==> config.mk <==
export PLATFORM = sky130hd
export DESIGN_NAME = aud_sram_ctrl
export DESIGN_NICKNAME = d
export VERILOG_FILES = /design/src/rtl/aud_pkg.sv /design/src/rtl/aud_sram_mux.sv /design/src/rtl/aud_sram_ctrl.sv
export SDC_FILE = /design/constraint.sdc
export NUM_CORES = 1
export LEC_CHECK = 0
export ABC_AREA = 0
export ABC_CLOCK_PERIOD_IN_PS = 3500
export CAP_MARGIN = 20
export CORE_ASPECT_RATIO = 1.75
export CORE_MARGIN = 2
export CORE_UTILIZATION = 44
export DETAILED_ROUTE_END_ITERATION = 10
export HOLD_SLACK_MARGIN = 0.08
export PLACE_DENSITY = 0.95
export SLEW_MARGIN = 20
export SYNTH_ARGS = -nofsm -noshare
export SYNTH_HDL_FRONTEND = slang
export SYNTH_HIERARCHICAL = 1
export SYNTH_SLANG_ARGS = --single-unit
==> constraint.sdc <==
create_clock -name i_clk -period 3.5 [get_ports i_clk]
set_input_delay 0.875 -clock i_clk [delete_from_list [all_inputs] [get_ports i_clk]]
set_output_delay 0.875 -clock i_clk [all_outputs]
set_load 0.02 [all_outputs]
==> src/rtl/aud_pkg.sv <==
// Shared audio-path definitions: controller state encoding and default bus widths.
// Used by the controller, recorder, player and display blocks.
package aud_pkg;

   localparam int ADDR_W_DEF = 20;
   localparam int DATA_W_DEF = 16;

   // Encoding is also the value shown on the display
   typedef enum logic [2:0] {
      S_IDLE       = 3'd0,
      S_REC        = 3'd1,
      S_REC_PAUSE  = 3'd2,
      S_PLAY       = 3'd3,
      S_PLAY_PAUSE = 3'd4
   } ctrl_state_t;

endpackage

==> src/rtl/aud_sram_mux.sv <==
// Combinational SRAM port decode: strobes, address and write data selected
// purely from the controller state.
module aud_sram_mux
   import aud_pkg::*;
#(
   parameter int ADDR_W = ADDR_W_DEF,
   parameter int DATA_W = DATA_W_DEF
) (
   input  ctrl_state_t       state,
   input  logic [ADDR_W-1:0] rec_addr,
   input  logic [DATA_W-1:0] rec_data,
   input  logic [ADDR_W-1:0] play_addr,
   output logic [ADDR_W-1:0] sram_addr,
   output logic [DATA_W-1:0] sram_wdata,
   output logic              sram_wdata_oe,
   output logic              sram_ce_n,
   output logic              sram_we_n,
   output logic              sram_oe_n,
   output logic              sram_lb_n,
   output logic              sram_ub_n
);

   // Both byte lanes are always enabled: every access is a full 16-bit sample
   assign sram_lb_n = 1'b0;
   assign sram_ub_n = 1'b0;

   always_comb begin
      sram_addr     = '0;
      sram_wdata    = '0;
      sram_wdata_oe = 1'b0;
      sram_ce_n     = 1'b1;
      sram_we_n     = 1'b1;
      sram_oe_n     = 1'b1;
      unique case (state)
         S_REC: begin
            sram_ce_n     = 1'b0;
            sram_we_n     = 1'b0;
            sram_wdata_oe = 1'b1;
            sram_addr     = rec_addr;
            sram_wdata    = rec_data;
         end
         S_REC_PAUSE: begin
            // Chip stays selected but the DQ bus is released
            sram_ce_n  = 1'b0;
            sram_addr  = rec_addr;
            sram_wdata = rec_data;
         end
         S_PLAY, S_PLAY_PAUSE: begin
            sram_ce_n = 1'b0;
            sram_oe_n = 1'b0;
            sram_addr = play_addr;
         end
         default: ;
      endcase
   end

endmodule

==> src/rtl/aud_sram_ctrl.sv <==
// Record/playback sequencer: key pulses to recorder/player control pulses,
// recorded-length tracking and ownership of the shared SRAM port.
module aud_sram_ctrl
   import aud_pkg::*;
#(
   parameter int                ADDR_W   = ADDR_W_DEF,
   parameter int                DATA_W   = DATA_W_DEF,
   parameter logic [ADDR_W-1:0] MAX_ADDR = '1
) (
   input  logic              i_clk,
   input  logic              i_rst_n,
   input  logic              i_key_start,
   input  logic              i_key_pause,
   input  logic              i_key_stop,
   input  logic              i_mode_rec,
   output logic              o_rec_start,
   output logic              o_rec_pause,
   output logic              o_rec_stop,
   input  logic [ADDR_W-1:0] i_rec_addr,
   input  logic [DATA_W-1:0] i_rec_data,
   output logic              o_play_start,
   output logic              o_play_pause,
   output logic              o_play_stop,
   input  logic [ADDR_W-1:0] i_play_addr,
   output logic [DATA_W-1:0] o_play_data,
   output logic [ADDR_W-1:0] o_sram_addr,
   output logic [DATA_W-1:0] o_sram_wdata,
   output logic              o_sram_wdata_oe,
   input  logic [DATA_W-1:0] i_sram_rdata,
   output logic              o_sram_ce_n,
   output logic              o_sram_we_n,
   output logic              o_sram_oe_n,
   output logic              o_sram_lb_n,
   output logic              o_sram_ub_n,
   output logic [ADDR_W-1:0] o_rec_len,
   output logic [2:0]        o_state
);

   ctrl_state_t       state_q, state_d;
   logic [ADDR_W-1:0] rec_len_q, rec_len_d;
   logic              rec_start_q, rec_start_d;
   logic              rec_pause_q, rec_pause_d;
   logic              rec_stop_q, rec_stop_d;
   logic              play_start_q, play_start_d;
   logic              play_pause_q, play_pause_d;
   logic              play_stop_q, play_stop_d;

   // Each branch takes exactly one transition, so at most one pulse is set
   always_comb begin
      state_d      = state_q;
      rec_len_d    = rec_len_q;
      rec_start_d  = 1'b0;
      rec_pause_d  = 1'b0;
      rec_stop_d   = 1'b0;
      play_start_d = 1'b0;
      play_pause_d = 1'b0;
      play_stop_d  = 1'b0;
      unique case (state_q)
         S_IDLE: begin
            if (!i_key_stop && !i_key_pause && i_key_start) begin
               if (i_mode_rec) begin
                  state_d     = S_REC;
                  rec_start_d = 1'b1;
               end else if (rec_len_q != '0) begin
                  state_d      = S_PLAY;
                  play_start_d = 1'b1;
               end
            end
         end
         S_REC: begin
            if (i_rec_addr == MAX_ADDR) begin
               state_d    = S_IDLE;
               rec_stop_d = 1'b1;
               rec_len_d  = MAX_ADDR;
            end else if (i_key_stop) begin
               state_d    = S_IDLE;
               rec_stop_d = 1'b1;
               rec_len_d  = i_rec_addr;
            end else if (i_key_pause) begin
               state_d     = S_REC_PAUSE;
               rec_pause_d = 1'b1;
            end
         end
         S_REC_PAUSE: begin
            if (i_key_stop) begin
               state_d    = S_IDLE;
               rec_stop_d = 1'b1;
               rec_len_d  = i_rec_addr;
            end else if (!i_key_pause && i_key_start) begin
               state_d     = S_REC;
               rec_start_d = 1'b1;
            end
         end
         S_PLAY: begin
            if (i_play_addr >= rec_len_q || i_key_stop) begin
               state_d     = S_IDLE;
               play_stop_d = 1'b1;
            end else if (i_key_pause) begin
               state_d      = S_PLAY_PAUSE;
               play_pause_d = 1'b1;
            end
         end
         S_PLAY_PAUSE: begin
            if (i_key_stop) begin
               state_d     = S_IDLE;
               play_stop_d = 1'b1;
            end else if (!i_key_pause && i_key_start) begin
               state_d      = S_PLAY;
               play_start_d = 1'b1;
            end
         end
         default: state_d = S_IDLE;
      endcase
   end

   always_ff @(posedge i_clk or negedge i_rst_n) begin
      if (!i_rst_n) begin
         state_q      <= S_IDLE;
         rec_len_q    <= '0;
         rec_start_q  <= 1'b0;
         rec_pause_q  <= 1'b0;
         rec_stop_q   <= 1'b0;
         play_start_q <= 1'b0;
         play_pause_q <= 1'b0;
         play_stop_q  <= 1'b0;
      end else begin
         state_q      <= state_d;
         rec_len_q    <= rec_len_d;
         rec_start_q  <= rec_start_d;
         rec_pause_q  <= rec_pause_d;
         rec_stop_q   <= rec_stop_d;
         play_start_q <= play_start_d;
         play_pause_q <= play_pause_d;
         play_stop_q  <= play_stop_d;
      end
   end

   assign o_rec_start  = rec_start_q;
   assign o_rec_pause  = rec_pause_q;
   assign o_rec_stop   = rec_stop_q;
   assign o_play_start = play_start_q;
   assign o_play_pause = play_pause_q;
   assign o_play_stop  = play_stop_q;
   assign o_rec_len    = rec_len_q;
   assign o_state      = state_q;
   assign o_play_data  = i_sram_rdata;

   aud_sram_mux #(
      .ADDR_W (ADDR_W),
      .DATA_W (DATA_W)
   ) u_sram_mux (
      .state         (state_q),
      .rec_addr      (i_rec_addr),
      .rec_data      (i_rec_data),
      .play_addr     (i_play_addr),
      .sram_addr     (o_sram_addr),
      .sram_wdata    (o_sram_wdata),
      .sram_wdata_oe (o_sram_wdata_oe),
      .sram_ce_n     (o_sram_ce_n),
      .sram_we_n     (o_sram_we_n),
      .sram_oe_n     (o_sram_oe_n),
      .sram_lb_n     (o_sram_lb_n),
      .sram_ub_n     (o_sram_ub_n)
   );

endmodule
==> results of run 1 <==
-- cell families after synthesis --
group	after synthesis	synth area share, %
AO/OA/AOI/OAI	47	10.14
XOR/XNOR	3	1.399
adder cells (fa/ha/maj)	20	7.770
buffers and inverters	71	12.90
flip-flops	29	22.53
multiplexers	41	12.74
other	1	0.1164
AND/OR/NAND/NOR	132	32.40
-- metal layers --
metal  GRT usage, %  share of wire [%]  vias to the layer above  wire, um
li1               -                  -                     1455         -
met1          25.29                 33                     1540      3360
met2          46.47                 55                      145      5557
met3          3.537                6.6                       42       669
met4          17.07                5.3                        0       540
met5              0                  0                        -         0
-- worst min-delay path, delay by kind of cell, from the launching register on --
family	cells	cell delay, ns
mux	1	0.09
simple gates	1	0.06
flops	1	0.37
-- synthesized netlist by cell type, types with 3 or more instances --
library cell  number
buf_4             21
dfrtp_1           29
nor2_1            11
nor4_1             8
mux2i_1           41
nor3b_1            7
nor3b_2           11
buf_2              5
nand4_1            7
buf_12             3
inv_1             23
o211ai_1          20
nand2_1           28
clkbuf_1          16
nand3_1            3
ha_1              20
o21ai_0            3
nand4bb_1         40
a21oi_1           10
-- placed cells by master, fill, tap and decap left out, types with 2 or more instances in the layout --
| master | count |
|---|---|
| dfrtp_2 | 2 |
| nor4_1 | 8 |
| conb_1 | 2 |
| a21o_1 | 2 |
| clkinv_2 | 2 |
| o22ai_1 | 2 |
| buf_4 | 7 |
| a21oi_1 | 10 |
| nand2b_1 | 2 |
| nor3_1 | 2 |
| ha_1 | 20 |
| o21ai_0 | 3 |
| o211ai_1 | 20 |
| nor3b_2 | 11 |
| mux2i_1 | 41 |
| clkbuf_16 | 5 |
| o21a_1 | 2 |
| nand2_1 | 28 |
| inv_1 | 23 |
| clkdlybuf4s50_1 | 130 |
| nor3b_1 | 7 |
| nand4_1 | 7 |
| nand3_1 | 3 |
| nand4bb_1 | 40 |
| dfrtp_1 | 27 |
| nor2_1 | 11 |
-- area by class of cell --
| type | count | share of cell area, % |
|---|---|---|
| Multi-Input combinational cell | 245 | 46.07 |
| Timing Repair Buffer | 138 | 30.38 |
| Sequential cell | 29 | 16.10 |
| Clock buffer | 6 | 2.850 |
| Tap cell | 86 | 2.380 |
| Inverter | 24 | 1.992 |
| Clock inverter | 2 | 0.2214 |
-- metrics by stage --
step	hold slack (ns)	util, %
after floorplan	0.5794	-
after global placement	0.5444	61.47
after detailed placement	0.5526	61.47
after CTS	0.5670	63.41
after global routing	0.5987	63.41
final	0.5616	63.41
-- power groups by stage --
stage	Sequential [mW]	Combinational, mW	Clock (mW)
2_1_floorplan	0.757	1.27	0
3_3_place_gp	0.684	2.07	0
3_5_place_dp	0.687	2.15	0
4_1_cts	0.683	2.16	0.410
5_1_grt	0.704	2.32	0.424
6_report	0.687	2.16	0.403
-- state kept, by name, summed over array words and instances, names as in the netlist --
| signal | cells |
|---|---|
| o_rec_pause | 1 |
| o_rec_start | 1 |
| o_play_start | 1 |
| o_state | 3 |
| o_play_stop | 1 |
| o_play_pause | 1 |
| o_rec_stop | 1 |
| o_rec_len | 20 |
-- path summary, 6_finish.rpt --
kind / from / end / slack, ns / depth (start not counted)
max: i_rec_addr[18] / o_sram_addr[18] / 0.23 / 4
min: o_rec_len[17] / o_rec_len[17] / 0.56 / 2
max reg2reg: o_rec_len[18] / o_state[1] / 1.20 / 7
min reg2reg: o_rec_len[17] / o_rec_len[17] / 0.56 / 2
max in group asynchronous: i_rst_n / o_state[1] / 2.18 / 2
min in group asynchronous: i_rst_n / o_rec_len[16] / 1.01 / 2
==> summary.md, run 1 <==
| Metric | Value |
|---|---|
| Total CTS buffers | `5` |
| Slowest cell on crit path | `clkdlybuf4s50_1` |
| Fill cell count | `580` |
| Slew Limit Fails | `0` |
| Quantity of hold-fixing buffers added after cts | `0` |
| Family with the most delay on the worst path | `buffers and inverters` |
| Total leakage power | `1.893 nW` |
| Setup tns final | `0 ns` |
| Min Tclk post-route | `3.272 ns` |
| Clock Latency Late Sink | `0.27 ns` |
| First-pass GRT wire length | `15.16 mm` |
| FF+latch area | `728.2 um2` |
| Core ar. | `7131 um2` |
| Synthesized area per cell | `9.362 um2` |
| CP Data Arrival Time | `2.40 ns` |
| Residual DRC | `0` |
| Power density over the cells | `717.7 nW/um2` |
| Clock tree root buffer cell | `clkbuf_16` |
| Largest net degree at the start of global routing | `76` |
| Unrepaired setup endpoints after global routing | `false` |
| Ant. Diodes | `0` |
| CP bufs+invs | `2` |
| CP Data Required Time | `2.62 ns` |
| Design Area, Final | `4522 um2` |
| Die W | `68.67 um` |
| Post-route ant nets | `0` |
| DRT iter0 DRCs | `227` |
| CP peak stage delay | `0.69 ns` |
| P_int | `1.776 mW` |
| Crit path capture type | `output pin` |
| Reg clk slew, reported paths | `0.05 ns` |
| Post-cts sizing count | `0` |
| Most frequent CP cell | `clkdlybuf4s50_1` |
| Synth top area share | `22.53%` |
| Worst setup margin | `0.2283 ns` |
| CP Launch Type | `input port` |
| Fmax | `0.3057 GHz` |
| Die H | `117.2 um` |
| Ys async rst share | `100.0%` |
| Synthesized cell area | `3221 um2` |
| Gate power share | `66.4%` |
| Maximum Capacitance Violations | `0` |
| Nets@finish | `541` |
| Grt total ovfl | `0` |
| GRT Util Overall | `25.38%` |
| Synth-to-Final Area Change | `40.40%` |
| Ys Warns | `6` |
| Clk buf depth | `2` |
| Initial antenna violation count | `0` |
| Synth top area cells | `dfrtp_1, nand4bb_1, mux2i_1` |
| Sw Pwr | `1.469 mW` |
| Slew HR | `42.41%` |
| Dpl cell area | `4383 um2` |
| Post-CTS Setup Repair Bufs | `0` |
| TritonRoute pass-1 iters | `4` |
| Die area | `8046 um2` |
| Placed Cells | `522` |
| I/O Pins | `165` |
| Largest fanout on the critical path | `4` |
| Layout cell share with drive strength beyond 1 | `7.883%` |
| Critical path type | `input port to output pin` |
| Final Cycle Share | `93.48%` |
| Instance count of the mapped netlist | `344` |
| Worst-path cell chain | `clkdlybuf4s50_1 -> mux2i_1 -> o211ai_1 -> clkdlybuf4s50_1` |
| Register bit total from synthesis | `29` |
| Top_reg_cell synth | `dfrtp_1` |
| Layout Skew | `0.004036 ns` |
| Starting Density | `45.17%` |
| I/O Buffers | `130` |
| Gp weighted congestion | `0.9163` |
| Vias in the first global route | `3081` |
| Seq/Total Area, Yosys | `22.53%` |
| Clock share of power | `12.4%` |
| Std cell rows | `41` |
| Area of the multi-input gates | `2083 um2` |
| Layout Cells excl Fill | `530` |
| # H-tree levels | `2` |
| Max IR drop VDD | `0.0003797 V` |
| Hold Crit Class | `flip-flop to flip-flop` |
| Number of synthesized flops with an enable pin | `0` |
| Clock sinks | `29` |
| Status | `finished clean` |
| Switching Share | `45.26%` |
| Slew @ Worst Pin | `0.8639 ns` |
| Final HPWL from detailed placement | `7.878 mm` |
| Cell variety after synth | `51` |
| Total power | `3.245 mW` |
| Seq pwr share | `21.2%` |
| DR WL/cell | `19.11 um` |
| Yosys top cell by area | `dfrtp_1` |
| CTS tree | `done` |
| Place WS | `0.2228 ns` |
| Total wire length | `10.13 mm` |
| Setup violators final | `0` |
| Vias per inst | `6.004` |
| Hold Fails Final Rpt | `0` |
| Vias | `3182` |
No activity file was read; power rests on OpenSTA's default activity.
==> run 2: changes to the inputs <==
--- a/config.mk
+++ b/config.mk
@@ -6,14 +6,14 @@
 export NUM_CORES = 1
 export LEC_CHECK = 0
 export ABC_AREA = 0
-export ABC_CLOCK_PERIOD_IN_PS = 3500
+export ABC_CLOCK_PERIOD_IN_PS = 3300
 export CAP_MARGIN = 20
 export CORE_ASPECT_RATIO = 1.75
 export CORE_MARGIN = 2
-export CORE_UTILIZATION = 44
+export CORE_UTILIZATION = 41
 export DETAILED_ROUTE_END_ITERATION = 10
 export HOLD_SLACK_MARGIN = 0.08
-export PLACE_DENSITY = 0.95
+export PLACE_DENSITY = 0.92
 export SLEW_MARGIN = 20
 export SYNTH_ARGS = -nofsm -noshare
 export SYNTH_HDL_FRONTEND = slang
==> constraint.sdc (replaced) <==
create_clock -name i_clk -period 3.3 [get_ports i_clk]
set_input_delay 0.825 -clock i_clk [delete_from_list [all_inputs] [get_ports i_clk]]
set_output_delay 0.825 -clock i_clk [all_outputs]
set_load 0.02 [all_outputs]
==> run 2 against run 1 <==
Final area up 1.5%. Clock-buffer cell count down 1. Register-to-register slack worse by 0.21 ns. First-iteration DRC count up 9.7%. Sequential cell count unchanged. Via count up 1.6%. Non-clock buffer count up 6. Wire length up 6.2%. Critical path type unchanged. Critical endpoint is now o_sram_addr[6].
==> summary.md, run 2 (synthesized netlist as in run 1, its figures left out) <==
| Metric | Value |
|---|---|
| CTS tree | `done` |
| Maximum Capacitance Violations | `0` |
| GRT Util Overall | `25.04%` |
| Die area | `8608 um2` |
| Clock sinks | `29` |
| Die H | `121.2 um` |
| First-pass GRT wire length | `16.86 mm` |
| Grt total ovfl | `0` |
| I/O Buffers | `130` |
| Setup tns final | `0 ns` |
| Quantity of hold-fixing buffers added after cts | `0` |
| Fill cell count | `619` |
| Largest register FFs | `20` |
| CP Depth | `4` |
| Final HPWL from detailed placement | `8.410 mm` |
| Ant. Diodes | `0` |
| Clk buf depth | `2` |
| Post-cts sizing count | `0` |
| Max IR drop VDD | `0.0002694 V` |
| Post-CTS Setup Repair Bufs | `0` |
| Status | `finished clean` |
| Vias per inst | `6.007` |
| CP Data Required Time | `2.47 ns` |
| I/O Pins | `165` |
| Slowest cell on crit path | `clkdlybuf4s50_1` |
| Dpl cell area | `4443 um2` |
| Critical Path End | `o_sram_addr[6]` |
| Layout Skew | `0.006845 ns` |
| Clock Latency Late Sink | `0.28 ns` |
| Crit path from | `i_rec_addr[6]` |
| Largest fanout on the critical path | `4` |
| DRT iter0 DRCs | `249` |
| Hold path startpoint | `o_rec_len[0]` |
| Vias | `3232` |
| Total power | `3.508 mW` |
| Hold Fails Final Rpt | `0` |
| Std cell rows | `42` |
| Post-route ant nets | `0` |
| Most frequent CP cell | `clkdlybuf4s50_1` |
| # H-tree levels | `2` |
| Crit path capture type | `output pin` |
| Power density over the cells | `764.2 nW/um2` |
| Initial antenna violation count | `0` |
| Reg2Reg Setup Slack | `0.99 ns` |
| Slew HR | `60.89%` |
| Worst R2R End | `o_rec_len[3]` |
| Setup violators final | `0` |
| CP Launch Type | `input port` |
| Unrepaired setup endpoints after global routing | `false` |
| Slew Limit Fails | `0` |
| Slew @ Worst Pin | `0.5866 ns` |
| Layout cell share with drive strength beyond 1 | `9.333%` |
| CP Data Arrival Time | `2.39 ns` |
| Critical path type | `input port to output pin` |
| Gp weighted congestion | `0.9341` |
| CP bufs+invs | `2` |
| Min Tclk post-route | `3.216 ns` |
| Total CTS buffers | `5` |
| Most common cell after layout, fill and taps aside | `clkdlybuf4s50_1` |
| Reg clk slew, reported paths | `0.06 ns` |
| Starting Density | `42.56%` |
| TritonRoute pass-1 iters | `4` |
| Worst-path cell chain | `clkdlybuf4s50_1 -> mux2i_1 -> o211ai_1 -> clkdlybuf4s50_1` |
| Clock tree root buffer cell | `clkbuf_16` |
| Die W | `71.00 um` |
| Reg2reg path depth | `7` |
| Design Area, Final | `4591 um2` |
| Family with the most delay on the worst path | `buffers and inverters` |
| Final Cycle Share | `97.45%` |
| Synth-to-Final Area Change | `42.54%` |
| Worst r2r src | `o_state[1]` |
| CP peak stage delay | `0.65 ns` |
| Fmax | `0.3109 GHz` |
| Hold Crit Class | `flip-flop to flip-flop` |
| Commonest non-fill, non-tap cells in the layout | `clkdlybuf4s50_1, mux2i_1, nand4bb_1` |
| Worst Hold Margin | `0.5622 ns` |
| Core ar. | `7567 um2` |
| Residual DRC | `0` |
| Nets@finish | `547` |
| Largest net degree at the start of global routing | `58` |
| DR WL/cell | `19.99 um` |
| Vias in the first global route | `3355` |
| Total leakage power | `1.915 nW` |
| Total wire length | `10.75 mm` |
==> run 2: cell count changes in the layout (fill, tap and decap cells not counted), sizes merged <==
cell,delta
buf,+6
clkinv,-2
clkinvlp,+3
clkbuf,-1
==> run 2: through the flow <==
stage / setup WS, ns / std cells / util (%)
floorplan: 0.8254 / 345 / -
global route: 0.03638 / 538 / 60.66
detailed placement: 0.1036 / 530 / 58.71
global placement: 0.1384 / 530 / 58.71
CTS: 0.09627 / 538 / 60.66
finish: 0.08399 / 538 / 60.66
==> run 2: worst min path at each step <==
stage | to | slack, ns | cells past startpoint
4_1_cts | o_rec_len[12] | 0.56 | 2
3_5_place_dp | o_rec_len[12] | 0.55 | 2
6_report | o_rec_len[0] | 0.56 | 2
3_3_place_gp | o_rec_len[1] | 0.54 | 2
2_1_floorplan | o_play_pause | 0.53 | 0
5_1_grt | o_rec_len[5] | 0.61 | 2
==> run 2: layer usage <==
layer  part of all wire [%]  global-route usage [%]  wire length [um]  up-vias
li1                       -                       -                 -     1472
met1                     33                   24.93              3531     1527
met2                     53                   45.44              5743      167
met3                    6.2                   3.738               670       66
met4                    7.5                   18.87               808        0
met5                      0                       0                 0        -
==> run 2: layout make-up <==
class,count,area [um2],area share (%)
tap,88,110.1,2.398
clock buffer,5,125.1,2.726
sequential,29,728.2,15.86
clock inverter,3,22.52,0.4906
inverter,24,90.09,1.962
multi-input combinational,245,2083,45.38
timing repair buffer,144,1431,31.18
==> run 2: power by group <==
part / internal, mW / leakage, nW / switching, mW
clock: 0.279 / 0.0621 / 0.175
combinational: 1.12 / 1.50 / 1.22
sequential: 0.499 / 0.356 / 0.211
==> run 2: tightest hold or removal path: cells and delay by family, from the launching register on <==
family / cells / cell delay [ns]
simple gates: 1 / 0.06
mux: 1 / 0.09
flops: 1 / 0.38
